### config.mk
export PLATFORM = sky130hd
export DESIGN_NAME = pipelined_adder
export DESIGN_NICKNAME = d
export VERILOG_FILES = /design/src/rtl/padd_pkg.sv /design/src/rtl/fa_cell.sv /design/src/rtl/rca_chunk.sv /design/src/rtl/pipelined_adder.sv
export SDC_FILE = /design/constraint.sdc
export NUM_CORES = 1
export LEC_CHECK = 0
export ABC_CLOCK_PERIOD_IN_PS = 7800
export CAP_MARGIN = 10
export CORE_UTILIZATION = 40
export DETAILED_ROUTE_END_ITERATION = 7
export SYNTH_ARGS = -nofsm -noshare
export SYNTH_HDL_FRONTEND = slang
export SYNTH_SLANG_ARGS = --single-unit
### constraint.sdc
create_clock -name clk -period 7.8 [get_ports clk]
set_input_delay 0.78 -clock clk [delete_from_list [all_inputs] [get_ports clk]]
set_output_delay 0.78 -clock clk [all_outputs]
set_load 0.01 [all_outputs]
### src/rtl/padd_pkg.sv
// rtl/padd_pkg.sv - shared defaults and stage types for pipelined_adder
// Contents: default WIDTH/STAGES, per-stage control payload, chunk-width helper.
package padd_pkg;

    localparam int PADD_WIDTH  = 32;
    localparam int PADD_STAGES = 4;

    // Per-stage control payload. The skewed operand chunks and the partial
    // sum live in WIDTH-sized arrays beside this struct in the top level,
    // because their width follows the instance parameters.
    typedef struct packed {
        logic valid;   // stage holds a live transaction
        logic carry;   // carry out of this stage's chunk
    } padd_ctrl_t;

    function automatic int padd_chunk_w(input int width, input int stages);
        return width / stages;
    endfunction

endpackage

### src/rtl/fa_cell.sv
// rtl/fa_cell.sv - one-bit full adder cell
// Ports: a, b, ci in; s sum, co carry out.
module fa_cell (
    input  logic a,
    input  logic b,
    input  logic ci,
    output logic s,
    output logic co
);

    assign s  = a ^ b ^ ci;
    assign co = (a & b) | (ci & (a ^ b));

endmodule

### src/rtl/rca_chunk.sv
// rtl/rca_chunk.sv - combinational CW-bit ripple-carry chunk built from fa_cell
// Ports: A, B operand chunk; Cin carry in; S sum chunk; Cout carry out;
//        Cmsb carry into the chunk MSB (used for signed overflow).
module rca_chunk #(
    parameter int CW = 8
) (
    input  logic [CW-1:0] A,
    input  logic [CW-1:0] B,
    input  logic          Cin,
    output logic [CW-1:0] S,
    output logic          Cout,
    output logic          Cmsb
);

    logic [CW:0] c;

    assign c[0] = Cin;

    for (genvar i = 0; i < CW; i++) begin : g_bit
        fa_cell u_fa (
            .a  (A[i]),
            .b  (B[i]),
            .ci (c[i]),
            .s  (S[i]),
            .co (c[i+1])
        );
    end

    assign Cout = c[CW];
    assign Cmsb = c[CW-1];

endmodule

### src/rtl/pipelined_adder.sv
// rtl/pipelined_adder.sv - STAGES-deep pipelined WIDTH-bit adder with valid/ready
// Ports: clk, rst (sync, active high); in_valid/in_ready, A, B, Cin operand side;
//        out_valid/out_ready, S, Cout result side; Ovf only when PADD_OVF_EN is defined.
// Optional feature macro: PADD_OVF_EN (signed overflow output).
module pipelined_adder
    import padd_pkg::*;
#(
    parameter int WIDTH  = PADD_WIDTH,
    parameter int STAGES = PADD_STAGES
) (
    input  logic             clk,
    input  logic             rst,
    input  logic             in_valid,
    output logic             in_ready,
    input  logic [WIDTH-1:0] A,
    input  logic [WIDTH-1:0] B,
    input  logic             Cin,
    output logic             out_valid,
    input  logic             out_ready,
    output logic [WIDTH-1:0] S,
`ifdef PADD_OVF_EN
    output logic             Ovf,
`endif
    output logic             Cout
);

    localparam int CW = padd_chunk_w(WIDTH, STAGES);
    localparam logic [WIDTH-1:0] CHUNK_MASK = WIDTH'({CW{1'b1}});

    if ((WIDTH % STAGES) != 0 || STAGES < 1) begin : g_bad_cfg
        $error("pipelined_adder: WIDTH must be a multiple of STAGES");
    end

    // Stage registers. a_q/b_q carry the not-yet-added upper chunks forward,
    // s_q carries the finished lower chunks forward. Bits that are dead at a
    // given stage (already-consumed operands, not-yet-computed sum) are
    // constant and get trimmed by synthesis.
    padd_ctrl_t       ctrl_q [STAGES];
    logic [WIDTH-1:0] a_q    [STAGES];
    logic [WIDTH-1:0] b_q    [STAGES];
    logic [WIDTH-1:0] s_q    [STAGES];

    // Inputs seen by each stage and its next-state values.
    logic [WIDTH-1:0] st_a   [STAGES];
    logic [WIDTH-1:0] st_b   [STAGES];
    logic [WIDTH-1:0] st_s   [STAGES];
    logic             st_c   [STAGES];
    logic             st_v   [STAGES];
    logic [WIDTH-1:0] s_d    [STAGES];
    logic [CW-1:0]    ch_s   [STAGES];
    logic             ch_co  [STAGES];
    logic             ch_cm  [STAGES];

    logic adv;

    // One global advance: the whole pipe moves only when the result slot is
    // empty or being drained, so bubbles are kept and nothing is overwritten.
    assign adv       = !ctrl_q[STAGES-1].valid || out_ready;
    assign in_ready  = adv;
    assign out_valid = ctrl_q[STAGES-1].valid;
    assign S         = s_q[STAGES-1];
    assign Cout      = ctrl_q[STAGES-1].carry;

    for (genvar k = 0; k < STAGES; k++) begin : g_stage
        if (k == 0) begin : g_first
            assign st_a[k] = A;
            assign st_b[k] = B;
            assign st_s[k] = '0;
            assign st_c[k] = Cin;
            assign st_v[k] = in_valid;
        end else begin : g_rest
            assign st_a[k] = a_q[k-1];
            assign st_b[k] = b_q[k-1];
            assign st_s[k] = s_q[k-1];
            assign st_c[k] = ctrl_q[k-1].carry;
            assign st_v[k] = ctrl_q[k-1].valid;
        end

        rca_chunk #(
            .CW (CW)
        ) u_chunk (
            .A    (st_a[k][k*CW +: CW]),
            .B    (st_b[k][k*CW +: CW]),
            .Cin  (st_c[k]),
            .S    (ch_s[k]),
            .Cout (ch_co[k]),
            .Cmsb (ch_cm[k])
        );

        // Splice this stage's sum chunk into the forwarded partial sum.
        assign s_d[k] = (st_s[k] & ~(CHUNK_MASK << (k*CW)))
                      | (WIDTH'(ch_s[k]) << (k*CW));
    end

    always_ff @(posedge clk) begin
        if (rst) begin
            for (int k = 0; k < STAGES; k++) begin
                ctrl_q[k] <= '0;
                a_q[k]    <= '0;
                b_q[k]    <= '0;
                s_q[k]    <= '0;
            end
        end else if (adv) begin
            for (int k = 0; k < STAGES; k++) begin
                ctrl_q[k].valid <= st_v[k];
                ctrl_q[k].carry <= ch_co[k];
                a_q[k]          <= st_a[k];
                b_q[k]          <= st_b[k];
                s_q[k]          <= s_d[k];
            end
        end
    end

`ifdef PADD_OVF_EN
    // Carry into the top bit, captured alongside Cout so Ovf shares its timing.
    logic msb_c_q;

    always_ff @(posedge clk) begin
        if (rst) begin
            msb_c_q <= 1'b0;
        end else if (adv) begin
            msb_c_q <= ch_cm[STAGES-1];
        end
    end

    assign Ovf = msb_c_q ^ ctrl_q[STAGES-1].carry;
`else
    logic unused_cmsb;
    assign unused_cmsb = ch_cm[STAGES-1];
`endif

endmodule

==> run_results.csv <==
group,metric,value,unit
outcome,status,"finished, final reports clean",
synth,ys_ff_latch,184,
timing,setup_violations,0,
floorplanning,initial_core_util,40.9,%
timing,relSlewSlack,29.6,%
floorplanning,die-area,22100,um^2
clock_network,clock_latency,420,ps
cells_and_area,drive_above_1_share,29.2,%
timing,final.setup.worst_slack,3400,ps
routing,drtIter0Drc,304,
routing,vias_per_cell,4.72,
synth,seq_area_frac_synth,64.2,%
synth,ys_warn_count,0,
worst_setup_path,r2r_end,"s_q[0][127]",
worst_setup_path,worst_setup_path_end_kind,"flop",
timing,slew_viol_final,0,
power_and_ir_drop,p_per_area,215,nW/um^2
floorplanning,die_w,149,um
timing,fin_crit_sh,56.4,%
cells_and_area,final_common_cell,"edfxtp_1",
timing,fin_setup_tns,0,ps
routing,wl_per_cell,15.0,um
worst_setup_path,slowest_delay,480,ps
clock_network,cts_root_buf,"clkbuf_16",
clock_network,cts_max_path_buffers,2,
cells_and_area,diodes,0,
worst_setup_path,arrival,4530,ps
clock_network,cts_made_buffers,17,
worst_setup_path,r2r-start,"a_q[0][88]",
worst_setup_path,start_kind,"flop",
worst_setup_path,cp_slowest_cell,"fa_1",
synth,avgSynthCellArea,18.3,um^2
synth,synth_area,8600,um^2
routing,ant_nets,0,
floorplanning,fp.coreArea,21000,um^2
clock_network,htree_levels,4,
placement,gp_congestion,0.713,
clock_network,cts.reportedPaths.clkPinSlew,60,ps
timing,max_slew.worst_pin.slew,1060,ps
floorplanning,die_y,149,um
worst_setup_path,path_max_fanout,1,
global_route,global_route.overflow_total,0,
clock_network,tritoncts_num_sinks,184,
placement,dp_hpwl,7230,um
clock_network,cts_tree,"yes",
placement,port_buffers,103,
routing,vias,3985,
global_route,antenna_found_initial,0,
worst_setup_path,critPathMostFrequentCell,"fa_1",
synth,synthCells,470,
synth,yosysTopAreaCellShare,64.2,%
floorplanning,pin_count,104,
global_route,grt_pass1_vias,4138,
clock_network,ctsResizeCount,0,
worst_setup_path,reg2reg_depth,11,
worst_setup_path,cp_num_buf_inv,2,
worst_setup_path,critPathKind,"reg2reg",
power_and_ir_drop,power,2.21,mW
global_route,grt_pass1_wl,20700,um
synth,synthesis.nets,571,
worst_setup_path,critical_path.startpoint,"a_q[0][88]",
worst_setup_path,required,7930,ps
cells_and_area,syn2layout_area_growth,19.8,%
placement,post-place-ws,3120,ps
routing,wl,12700,um
synth,synth.distinct_cells,12,
power_and_ir_drop,p_leak,3.86,nW
worst_hold_path,min_to,"b_q[0][89]",
timing,rsz0062_at_grt,"no",
synth,ys_top_cells_by_area,"edfxtp_1 64%, nor3b_2 19%, fa_1 7.4%",
clock_network,post-cts-setup-buffers,0,
timing,hold_viol,0,
floorplanning,rows,53,
cells_and_area,mostFrequentLayoutCells,"184 x edfxtp_1, 129 x nor3b_2, 102 x clkdlybuf4s50_1, 45 x nor3b_1, 32 x fa_1",
routing,remaining_drc_errors,0,
worst_setup_path,cp_top_family,"adder cells",
clock_network,ctsHoldBuffers,0,
timing,period_needed,4400,ps
power_and_ir_drop,ir_worst_vdd,0.000117,V
cells_and_area,nets,657,
timing,max_clock_freq,0.227,GHz
global_route,grt_util_all_layers,12.2,%
worst_hold_path,min_path_type,"reg2reg",
run,cap_violations,0,
worst_hold_path,hold_depth,1,
timing,skew,14.2,ps
worst_hold_path,hold_start,"b_q[0][57]",
worst_setup_path,path_cells,"fa_1, fa_1, fa_1, fa_1, fa_1, inv_1, fa_1, inv_1, fa_1, fa_1, nor3b_2",
global_route,grt_max_degree,121,
routing,dr.pass1.iters,4,
synth,yosys.area.top_type,"edfxtp_1",
cells_and_area,fillCellCount,1739,
worst_setup_path,reg2reg_slack,3400,ps
==> stage by stage <==
step           hold WS, ps  area [um^2]  instances  utilization, %
3_3_place_gp           543         9720        812            46.2
5_1_grt                581        10300        844            49.0
3_5_place_dp           550         9720        812            46.2
2_1_floorplan          537         8600        470               -
4_1_cts                566        10300        844            49.0
6_report               561        10300        844            49.0
==> cells by family after synthesis <==
kind of cell / count (synthesis) / share of synthesized area [%]
adder cells (fa/ha/maj): 32 / 7.45
flip-flops: 184 / 64.2
AND/OR/NAND/NOR: 186 / 23.4
buffers and inverters: 68 / 4.89
==> Yosys cell counts <==
master    count
inv_1        26
buf_8         1
buf_2        21
fa_1         32
edfxtp_1    184
nor3_1       10
nand2b_1      1
clkbuf_1      3
nor2b_1       1
buf_6        17
nor3b_2     129
nor3b_1      45
==> layer usage <==
metal  part of all wire (%)  GRT usage, %  routed length, um  vias up
met5                      0             0                  0        -
met2                     49          19.4               6180       79
met3                    3.5          3.74                445        5
li1                       -             -                  -     1900
met4                   0.75          3.87                 95        0
met1                     47          16.0               5970     2001
==> registers in the layout, indices dropped and copies added (netlist names) <==
| signal | cells |
|---|---|
| s_q | 80 |
| a_q | 48 |
| b_q | 48 |
| ctrl_q | 8 |
==> worst reg2reg max path: cells and delay by family (launching register included) <==
kind                       cells  cell delay [ps]
adders and majority gates      8             3410
and+or+nand+nor                1              160
DFF                            1              400
buffers and inverters          2              150
==> worst max path at each step <==
stage                   to  slack [ps]  depth (start not counted)
4_1_cts        s_q[0][127]        3350                         11
3_3_place_gp     s_q[0][7]        3210                         13
5_1_grt        s_q[0][127]        3210                         11
3_5_place_dp     s_q[0][7]        3120                         13
6_report       s_q[0][127]        3400                         11
2_1_floorplan   a_q[0][10]        1680                          3
==> area by class of cell <==
cell class / count / area, um^2 / area share, %
flip-flops and latches: 184 / 5530 / 53.6
multi-input cells: 218 / 2670 / 25.9
repair buffers: 109 / 1080 / 10.5
clock buffers: 21 / 440 / 4.27
well taps: 275 / 344 / 3.34
clock inverters: 11 / 149 / 1.44
inverters: 26 / 97.6 / 0.947
==> report_power, final <==
part | switching, mW | internal (mW)
Combinational | 0.0723 | 0.106
Sequential | 0.0170 | 1.15
Clock | 0.357 | 0.506
Total | 0.446 | 1.77
No activity file was read; power rests on OpenSTA's default activity.
